===== config.mk =====
export PLATFORM = sky130hd
export DESIGN_NAME = dram_write_packer
export DESIGN_NICKNAME = d
export VERILOG_FILES = /design/src/rtl/dram_write_packer_pkg.sv /design/src/rtl/wpack_lane_scatter.sv /design/src/rtl/dram_write_packer.sv
export SDC_FILE = /design/constraint.sdc
export NUM_CORES = 1
export LEC_CHECK = 0
export CORE_MARGIN = 2
export CORE_UTILIZATION = 31
export CTS_CLUSTER_SIZE = 28
export DETAILED_ROUTE_END_ITERATION = 8
export GPL_TIMING_DRIVEN = 0
export SLEW_MARGIN = 40
export SYNTH_ARGS = -nofsm -noshare
export SYNTH_HDL_FRONTEND = slang
export SYNTH_SLANG_ARGS = --single-unit

===== constraint.sdc =====
create_clock -name i_clk -period 16.39 [get_ports i_clk]
set_input_delay 4.917 -clock i_clk [delete_from_list [all_inputs] [get_ports i_clk]]
set_output_delay 4.917 -clock i_clk [all_outputs]
set_load 0.01 [all_outputs]

===== src/rtl/dram_write_packer_pkg.sv =====
// Shared configuration and merge-buffer state encoding for the DRAM write packer.
package dram_write_packer_pkg;

  localparam int unsigned GLOBAL_ADDR_BW = 32;
  localparam int unsigned DATA_BW        = 32;
  localparam int unsigned VEC_SIZE       = 4;
  localparam int unsigned CACHE_SIZE     = 8;

  typedef enum logic [1:0] {
    WB_EMPTY      = 2'd0,
    WB_FILL       = 2'd1,
    WB_FLUSH_PEND = 2'd2
  } wbuf_state_e;

endpackage


===== src/rtl/wpack_lane_scatter.sv =====
// Places input vector lanes into chunk word slots; i_remainder selects the
// lanes that spill past the chunk end of a straddling vector.
module wpack_lane_scatter #(
  parameter int unsigned DBW   = 32,
  parameter int unsigned VSIZE = 4,
  parameter int unsigned CSIZE = 8,
  localparam int unsigned CC_BW  = $clog2(CSIZE),
  localparam int unsigned CV_BW1 = $clog2(VSIZE + 1)
) (
  input  logic [CC_BW-1:0]            i_offset,
  input  logic [CV_BW1-1:0]           i_len,
  input  logic                        i_remainder,
  input  logic [VSIZE-1:0][DBW-1:0]   i_data,
  input  logic [CSIZE-1:0][DBW-1:0]   i_buf_data,
  input  logic [CSIZE-1:0]            i_buf_mask,
  output logic [CSIZE-1:0][DBW-1:0]   o_data,
  output logic [CSIZE-1:0]            o_mask,
  output logic                        o_split
);

  localparam int unsigned POS_W = CC_BW + 1;

  logic [POS_W-1:0] pos;
  logic [POS_W-1:0] end_pos;

  // Bit CC_BW of a lane position tells which of the two chunks it lands in.
  always_comb begin
    o_data = i_buf_data;
    o_mask = i_buf_mask;
    pos    = '0;
    for (int unsigned i = 0; i < VSIZE; i++) begin
      pos = POS_W'(i_offset) + POS_W'(i);
      if ((CV_BW1'(i) < i_len) && (pos[CC_BW] == i_remainder)) begin
        o_data[pos[CC_BW-1:0]] = i_data[i];
        o_mask[pos[CC_BW-1:0]] = 1'b1;
      end
    end
  end

  assign end_pos = POS_W'(i_offset) + POS_W'(i_len);
  assign o_split = !i_remainder && (end_pos > POS_W'(CSIZE));

endmodule


===== src/rtl/dram_write_packer.sv =====
// Packs contiguous vector writes into CSIZE-aligned masked DRAM chunks.
// Optional idle-flush timer enabled by defining WPACK_TIMEOUT_EN.
module dram_write_packer
  import dram_write_packer_pkg::*;
#(
  parameter int unsigned GBW   = GLOBAL_ADDR_BW,
  parameter int unsigned DBW   = DATA_BW,
  parameter int unsigned VSIZE = VEC_SIZE,
  parameter int unsigned CSIZE = CACHE_SIZE,
`ifdef WPACK_TIMEOUT_EN
  parameter int unsigned TIMEOUT = 15,
`endif
  localparam int unsigned CC_BW  = $clog2(CSIZE),
  localparam int unsigned CV_BW1 = $clog2(VSIZE + 1),
  localparam int unsigned TAG_BW = GBW - CC_BW
) (
  input  logic                       i_clk,
  input  logic                       i_rst,
  input  logic                       vecwr_rdy,
  output logic                       vecwr_ack,
  input  logic [GBW-1:0]             i_vecwr_addr,
  input  logic [CV_BW1-1:0]          i_vecwr_len,
  input  logic                       i_vecwr_islast,
  input  logic [VSIZE-1:0][DBW-1:0]  i_vecwr_data,
  output logic                       dramw_rdy,
  input  logic                       dramw_ack,
  output logic [GBW-1:0]             o_dramw_addr,
  output logic [CSIZE-1:0][DBW-1:0]  o_dramw_data,
  output logic [CSIZE-1:0]           o_dramw_mask,
  output logic                       o_idle
);

  wbuf_state_e                st_q, st_d;
  logic [TAG_BW-1:0]          tag_q, tag_d;
  logic [CSIZE-1:0][DBW-1:0]  data_q, data_d;
  logic [CSIZE-1:0]           mask_q, mask_d;
  logic                       last_q, last_d;
  logic                       split_q, split_d;
  logic                       out_vld_q, out_vld_d;
  logic [GBW-1:0]             out_addr_q, out_addr_d;
  logic [CSIZE-1:0][DBW-1:0]  out_data_q, out_data_d;
  logic [CSIZE-1:0]           out_mask_q, out_mask_d;
  logic                       idle_q, idle_d;

  logic [TAG_BW-1:0]          eff_tag_c;
  logic [CSIZE-1:0]           base_mask_c;
  logic [CSIZE-1:0][DBW-1:0]  sc_data_c;
  logic [CSIZE-1:0]           sc_mask_c;
  logic                       sc_split_c;
  logic                       out_free_c, flush_c, flush_go_c, merge_c, merge_go_c;
  logic                       timeout_c;

  // While a straddling vector is half absorbed, its remainder targets the next chunk.
  assign eff_tag_c   = split_q ? (i_vecwr_addr[GBW-1:CC_BW] + TAG_BW'(1))
                               : i_vecwr_addr[GBW-1:CC_BW];
  assign base_mask_c = (st_q == WB_EMPTY) ? '0 : mask_q;

  wpack_lane_scatter #(
    .DBW   (DBW),
    .VSIZE (VSIZE),
    .CSIZE (CSIZE)
  ) u_scatter (
    .i_offset    (i_vecwr_addr[CC_BW-1:0]),
    .i_len       (i_vecwr_len),
    .i_remainder (split_q),
    .i_data      (i_vecwr_data),
    .i_buf_data  (data_q),
    .i_buf_mask  (base_mask_c),
    .o_data      (sc_data_c),
    .o_mask      (sc_mask_c),
    .o_split     (sc_split_c)
  );

  assign out_free_c = !out_vld_q || dramw_ack;
  assign flush_c    = (st_q != WB_EMPTY) &&
                      ((st_q == WB_FLUSH_PEND) || (&mask_q) || last_q || timeout_c ||
                       (vecwr_rdy && (eff_tag_c != tag_q)));
  assign flush_go_c = flush_c && out_free_c;
  assign merge_c    = vecwr_rdy && (st_q != WB_FLUSH_PEND) &&
                      ((st_q == WB_EMPTY) || (eff_tag_c == tag_q));
  assign merge_go_c = !flush_c && merge_c;
  assign vecwr_ack  = merge_go_c && !sc_split_c;

`ifdef WPACK_TIMEOUT_EN
  localparam int unsigned TO_BW = $clog2(TIMEOUT + 1);

  logic [TO_BW-1:0] to_cnt_q, to_cnt_d;

  assign timeout_c = (to_cnt_q == TO_BW'(TIMEOUT));

  // Counts idle cycles of a partially filled buffer; saturates at TIMEOUT.
  always_comb begin
    to_cnt_d = to_cnt_q;
    if (flush_go_c || merge_go_c) begin
      to_cnt_d = '0;
    end else if ((st_q == WB_FILL) && !timeout_c) begin
      to_cnt_d = to_cnt_q + TO_BW'(1);
    end
  end

  always_ff @(posedge i_clk or negedge i_rst) begin
    if (!i_rst) begin
      to_cnt_q <= '0;
    end else begin
      to_cnt_q <= to_cnt_d;
    end
  end
`else
  assign timeout_c = 1'b0;
`endif

  // Merge-buffer FSM and output stage next-state logic.
  always_comb begin
    st_d       = st_q;
    tag_d      = tag_q;
    data_d     = data_q;
    mask_d     = mask_q;
    last_d     = last_q;
    split_d    = split_q;
    out_vld_d  = out_vld_q && !dramw_ack;
    out_addr_d = out_addr_q;
    out_data_d = out_data_q;
    out_mask_d = out_mask_q;
    if (flush_go_c) begin
      out_vld_d  = 1'b1;
      out_addr_d = {tag_q, CC_BW'(0)};
      out_data_d = data_q;
      out_mask_d = mask_q;
      st_d       = WB_EMPTY;
      data_d     = '0;
      mask_d     = '0;
      last_d     = 1'b0;
    end else if (flush_c) begin
      st_d = WB_FLUSH_PEND;
    end else if (merge_c) begin
      tag_d  = eff_tag_c;
      data_d = sc_data_c;
      mask_d = sc_mask_c;
      if (sc_split_c) begin
        st_d    = WB_FLUSH_PEND;
        split_d = 1'b1;
      end else begin
        st_d    = WB_FILL;
        split_d = 1'b0;
        last_d  = last_q || i_vecwr_islast;
      end
    end
    idle_d = (st_d == WB_EMPTY) && !out_vld_d;
  end

  always_ff @(posedge i_clk or negedge i_rst) begin
    if (!i_rst) begin
      st_q       <= WB_EMPTY;
      tag_q      <= '0;
      data_q     <= '0;
      mask_q     <= '0;
      last_q     <= 1'b0;
      split_q    <= 1'b0;
      out_vld_q  <= 1'b0;
      out_addr_q <= '0;
      out_data_q <= '0;
      out_mask_q <= '0;
      idle_q     <= 1'b1;
    end else begin
      st_q       <= st_d;
      tag_q      <= tag_d;
      data_q     <= data_d;
      mask_q     <= mask_d;
      last_q     <= last_d;
      split_q    <= split_d;
      out_vld_q  <= out_vld_d;
      out_addr_q <= out_addr_d;
      out_data_q <= out_data_d;
      out_mask_q <= out_mask_d;
      idle_q     <= idle_d;
    end
  end

  assign dramw_rdy    = out_vld_q;
  assign o_dramw_addr = out_addr_q;
  assign o_dramw_data = out_data_q;
  assign o_dramw_mask = out_mask_q;
  assign o_idle       = idle_q;

endmodule

== Word-level counts from Yosys, hierarchy flattened ==
Index checks and enable logic that the tools add are counted.

* Register bits after elaboration: 592
* Word-level logic and storage cells: 143

* Add/subtract/negate cells: 5
* Magnitude comparators: 13
* Equal/unequal tests: 9
* Muxes and demuxes: 46
* Bitwise gates (word level): 7
* Reductions and logical operators: 38

{| class="wikitable"
|+ Operator list
! operator !! number
|-
| $mux W256 || 7
|-
| $bwmux W256 || 4
|-
| $demux W32 S3 || 4
|-
| $mux W32 || 4
|-
| $mux W8 || 8
|-
| $or A8 B8 Y8 || 4
|-
| $add A29 B1 Y29 const B || 1
|-
| $eq A29 B29 Y1 || 1
|-
| $mux W29 || 1
|-
| $ne A29 B29 Y1 || 1
|-
| $logic_and A1 B1 Y1 || 18
|-
| $lt A3 B4 Y1 const B || 4
|-
| $demux W1 S3 || 4
|-
| $ge A3 B1 Y1 const B || 4
|-
| $mux W1 || 10
|-
| $add A3 B2 Y4 const B || 2
|-
| $mux W2 || 4
|-
| $reduce_and A8 Y1 || 1
|-
| $logic_not A1 Y1 || 6
|-
| $logic_or A1 B1 Y1 || 6
|-
| $lt A1 B3 Y1 const A || 2
|-
| $lt A2 B3 Y1 const A || 2
|-
| $reduce_and A3 Y1 || 2
|-
| $add A3 B1 Y4 const B || 1
|-
| other kinds (10) || 17
|}

== Depth between registers and ports, before layout ==
* Depth after elaboration: 15
* Gate-level depth with buffers: 15
* Gate-level depth less buffers: 10

== Hierarchy ==
From an unflattened synthesis, not the netlist that was laid out.

* Cell total of the unflattened synthesis: 4,021
* Area total of the unflattened synthesis: 35,934.5 µm²

{| class="wikitable"
|+ Modules (own cells, without submodules)
! module !! instances !! cells each !! area an instance (µm²)
|-
| dram_write_packer || 1 || 2,231 || 24,304.6
|-
| wpack_lane_scatter || 1 || 1,790 || 11,629.9
|}

== Worst setup path after synthesis ==
OpenSTA, ideal clock, no wires.

* Path type: input port to output port
* Start: in i_vecwr_addr[11]
* End: out vecwr_ack
* Arrival time: 7.689 ns
* Slack: 3.784 ns
* Cell stages on the path: 14
* Buffers on the path: 6
* Path through: buf_2 > nand3_1 > or4_1 > buf_2 > or2_4 > xnor2_1 > a222oi_1 > and4b_1 > a31oi_1 > buf_2 > buf_2 > buf_2 > buf_2 > nor2_1

* Word-level cells in the longest chain between the ends: 9
* Elaborated cells on any way between the ends: 12
* Those cells by class: 1 x add/sub; 2 x eq/ne; 1 x mux; 8 x reduce/logical

{| class="wikitable"
|+ Ends and longest elaborated chain
! what !! RTL line !! text
|-
| from (decl) || dram_write_packer.sv:21 || <nowiki>input logic [GBW-1:0] i_vecwr_addr,</nowiki>
|-
| $add A29 B1 Y29 || dram_write_packer.sv:54 || <nowiki>assign eff_tag_c = split_q ? (i_vecwr_addr[GBW-1:CC_BW] + TAG_BW'(1))</nowiki>
|-
| $mux W29 * || dram_write_packer.sv:54 ||
|-
| $ne A29 B29 Y1 || dram_write_packer.sv:77 || <nowiki>(vecwr_rdy && (eff_tag_c != tag_q)));</nowiki>
|-
| $logic_and A1 B1 Y1 || dram_write_packer.sv:77 ||
|-
| $logic_or A1 B1 Y1 || dram_write_packer.sv:76 || <nowiki>((st_q == WB_FLUSH_PEND) || (&mask_q) || last_q || timeout_c ||</nowiki>
|-
| $logic_and A1 B1 Y1 || dram_write_packer.sv:75 || <nowiki>assign flush_c = (st_q != WB_EMPTY) &&</nowiki>
|-
| $logic_not A1 Y1 || dram_write_packer.sv:81 || <nowiki>assign merge_go_c = !flush_c && merge_c;</nowiki>
|-
| $logic_and A1 B1 Y1 * || dram_write_packer.sv:81 ||
|-
| $logic_and A1 B1 Y1 * || dram_write_packer.sv:82 || <nowiki>assign vecwr_ack = merge_go_c && !sc_split_c;</nowiki>
|-
| to (decl) || dram_write_packer.sv:20 || <nowiki>output logic vecwr_ack,</nowiki>
|}

Every way passes the cells marked *; elsewhere a longest branch is shown, timed or not.

== Final worst setup path ==
* Start: in i_vecwr_addr[3]
* End: out vecwr_ack

The elaborated chain is that of the path after synthesis.

==> out/results.txt <==
Outcome = finished clean
Largest family of logic cells by synthesized area = multiplexers
Synthesis-stage register bit count = 592
CTS Hold Bufs = 0
Setup TNS = 0 ns
Post-synth ARST share = 100%
Post-Synth Simple-Gate Area = 13.3%
HPWL after DPL = 127000 um
Post-DP Area = 0.0412 mm^2
Full die area = 0.117 mm^2
Fmax = 0.0650 GHz
GRT Util Overall = 29.3%
Max rail drop VDD = 0.0897 mV
CTS resizes = 0
DRT met1 WL = 67500 um
Metal3 WL = 22300 um
Share of layout cells above drive strength 1 = 14.1%
Via count = 34600
Critical path type = input pin to output port
Cell variety after synth = 73
Final Cell Area = 0.0437 mm^2
Synthesized area = 0.0354 mm^2
Syn Area/Cell = 9.29 um^2
Io pins = 467
Hold Fails Final Rpt = 0
Core Box Area = 0.114 mm^2
Worst skew pair latency = 0.68 ns
Fin. max-slew vios = 0
Root buf cell = clkbuf_16
Slew headroom = 31.5%
Postcts setup bufs = 0
Final ANT Viol Nets = 0
Slew @ Worst Pin = 1.03 ns
Initial core utilization = 31.1%
Mux cell area share after synthesis = 21.0%
Top layer reached by signal wires = met5
Critical Path RT = 11.47 ns
Clock sinks = 592
Post-synth top flop = dfrtp_1
Post-Synth Adder-Cell Area = 0.268%
Die Ht = 342 um
Synth Area in XOR/XNOR = 1.43%
Synthesized instance count = 3813
Tcrit/Tclk final = 93.8%
Post-DR wirelength/cell = 30.4 um
CP startpoint kind = input pin
Commonest non-fill, non-tap cell in the layout = dfrtp_1
Hold crit path type = flip-flop to flip-flop
RSZ-0062 raised after global routing = no
CTS tree = built
First-pass iteration count of the detailed router = 8
I/O Buffers = 357
Post-layout min period = 15.38 ns
Nets = 4432
GRT overflow = 0
Post-synth EDFFs = 0
Clock Skew = 0.0339 ns
Crit path arrival time = 10.46 ns
Total Power = 7890 uW
Max clock buf depth = 3
Synth warnings = 0
Met2 WL post-DR = 76500 um
Initial antenna violation count = 32
Via density = 5.92
Pwr dens = 180 mW/mm^2
CTS buffer count = 74
Final setup fails = 0
Pleak = 0.0195 uW
CTS H-tree depth = 3
Max-cap violations = 0
Number of global-route vias before repair = 33100
CP Max Fanout = 10
First-pass GRT wire length = 248000 um
Width of the die = 342 um
Initial DRC Count = 4882
Std cell rows = 124
Most frequent cells in the layout = dfrtp_1 (591), o21ai_0 (550), clkdlybuf4s50_1 (356)
Register area share after synthesis = 41.8%
Largest net degree at the start of global routing = 104
Clock transition at path regs = 0.05 ns
Compound-Gate Fraction of Synth Area = 16.4%
Remaining DRCs = 0
Total wire length = 178000 um
Critical path capture point type = output port
Area Overhead vs Synth = 23.3%
GP Congestion = 0.999
[logic make-up after synthesis]
kind of cell               after synthesis
other                                    1
muxes                                  619
xor gates and xnor gates                58
DFF                                    592
adders and majority gates                7
and+or+nand+nor                       1047
buffers and inverters                  457
AOI/OAI and AO/OA                     1032
[layer usage]
metal | GRT usage [%] | up-vias
met5 | 0.408 | -
met4 | 16.1 | 38
li1 | - | 14500
met2 | 43.6 | 2483
met1 | 36.4 | 17000
met3 | 11.1 | 579
[worst max-delay path: stages]
cell and delay [ns]:
clkdlybuf4s50_1 0.61, ha_1 0.25, nand4_2 0.31, nor4_1 0.58, nand3_1 0.16, xnor2_1 0.35, xnor2_1 0.10, and4b_1 0.24
a31oi_1 0.70, buf_2 0.47, buf_2 0.33, buf_2 0.39, buf_2 0.36, nor2_1 0.14, clkdlybuf4s50_1 0.53
[worst paths after layout]
path | depth (start not counted) | slack [ns] | to | startpoint
worst max-delay path | 15 | 1.01 | vecwr_ack | i_vecwr_addr[3]
worst min-delay path | 1 | 0.50 | o_dramw_addr[9]$_DFFE_PN0N_ | o_dramw_addr[9]$_DFFE_PN0N_
worst max register to register | 12 | 11.29 | data_q[39]$_DFFE_PN0P_ | split_q$_DFFE_PN0P_
worst min register to register | 1 | 0.50 | o_dramw_addr[9]$_DFFE_PN0N_ | o_dramw_addr[9]$_DFFE_PN0N_
max in group asynchronous | 4 | 10.48 | o_dramw_data[169]$_DFFE_PN0N_ | i_rst
min in group asynchronous | 1 | 4.18 | o_dramw_data[92]$_DFFE_PN0N_ | i_rst
[metrics by stage]
stage	std cells	setup slack (ns)	utilization, %	hold slack [ns]
6_report	5838	1.01	38.4	0.502
5_1_grt	5832	0.894	38.4	0.516
4_1_cts	5827	1.00	38.3	0.504
3_5_place_dp	5691	0.992	36.1	0.492
3_3_place_gp	5684	-18.07	35.9	0.485
2_1_floorplan	3815	3.78	-	0.474
[sequential cells by signal (all words and copies together), names as in the netlist]
signal,count
tag_q,29
o_dramw_data,256
st_q,2
mask_q,8
o_dramw_mask,8
data_q,256
o_dramw_addr,29
split_q,1
o_idle,1
dramw_rdy,1
last_q,1
[area by class of cell]
class / count / area (um^2)
fillers: 11600 / 70200
multi-input cells: 2766 / 18600
flip-flops and latches: 592 / 14800
repair buffers: 366 / 3780
clock buffers: 106 / 2180
plain buffers: 437 / 2030
well taps: 1512 / 1890
clock inverters: 30 / 305
inverters: 20 / 75.1
diodes: 9 / 22.5
[power by group]
group / internal, uW / switching [uW]
Combinational: 1660 / 1980
Sequential: 1990 / 548
Clock: 983 / 727
[synth_stat cells (59+ instances only)]
master	number	area, um^2
dfrtp_1	591	14800
o21ai_0	550	2750
nand3_1	345	1730
mux2i_1	323	3230
nand2_1	320	1200
nor2_1	268	1010
clkbuf_1	257	965
a21oi_1	243	1220
mux2_4	237	3560
a211oi_1	131	983
buf_1	73	274
o211ai_1	68	510
mux2_2	59	664
Note: power is estimated with default switching activity, not from simulation.
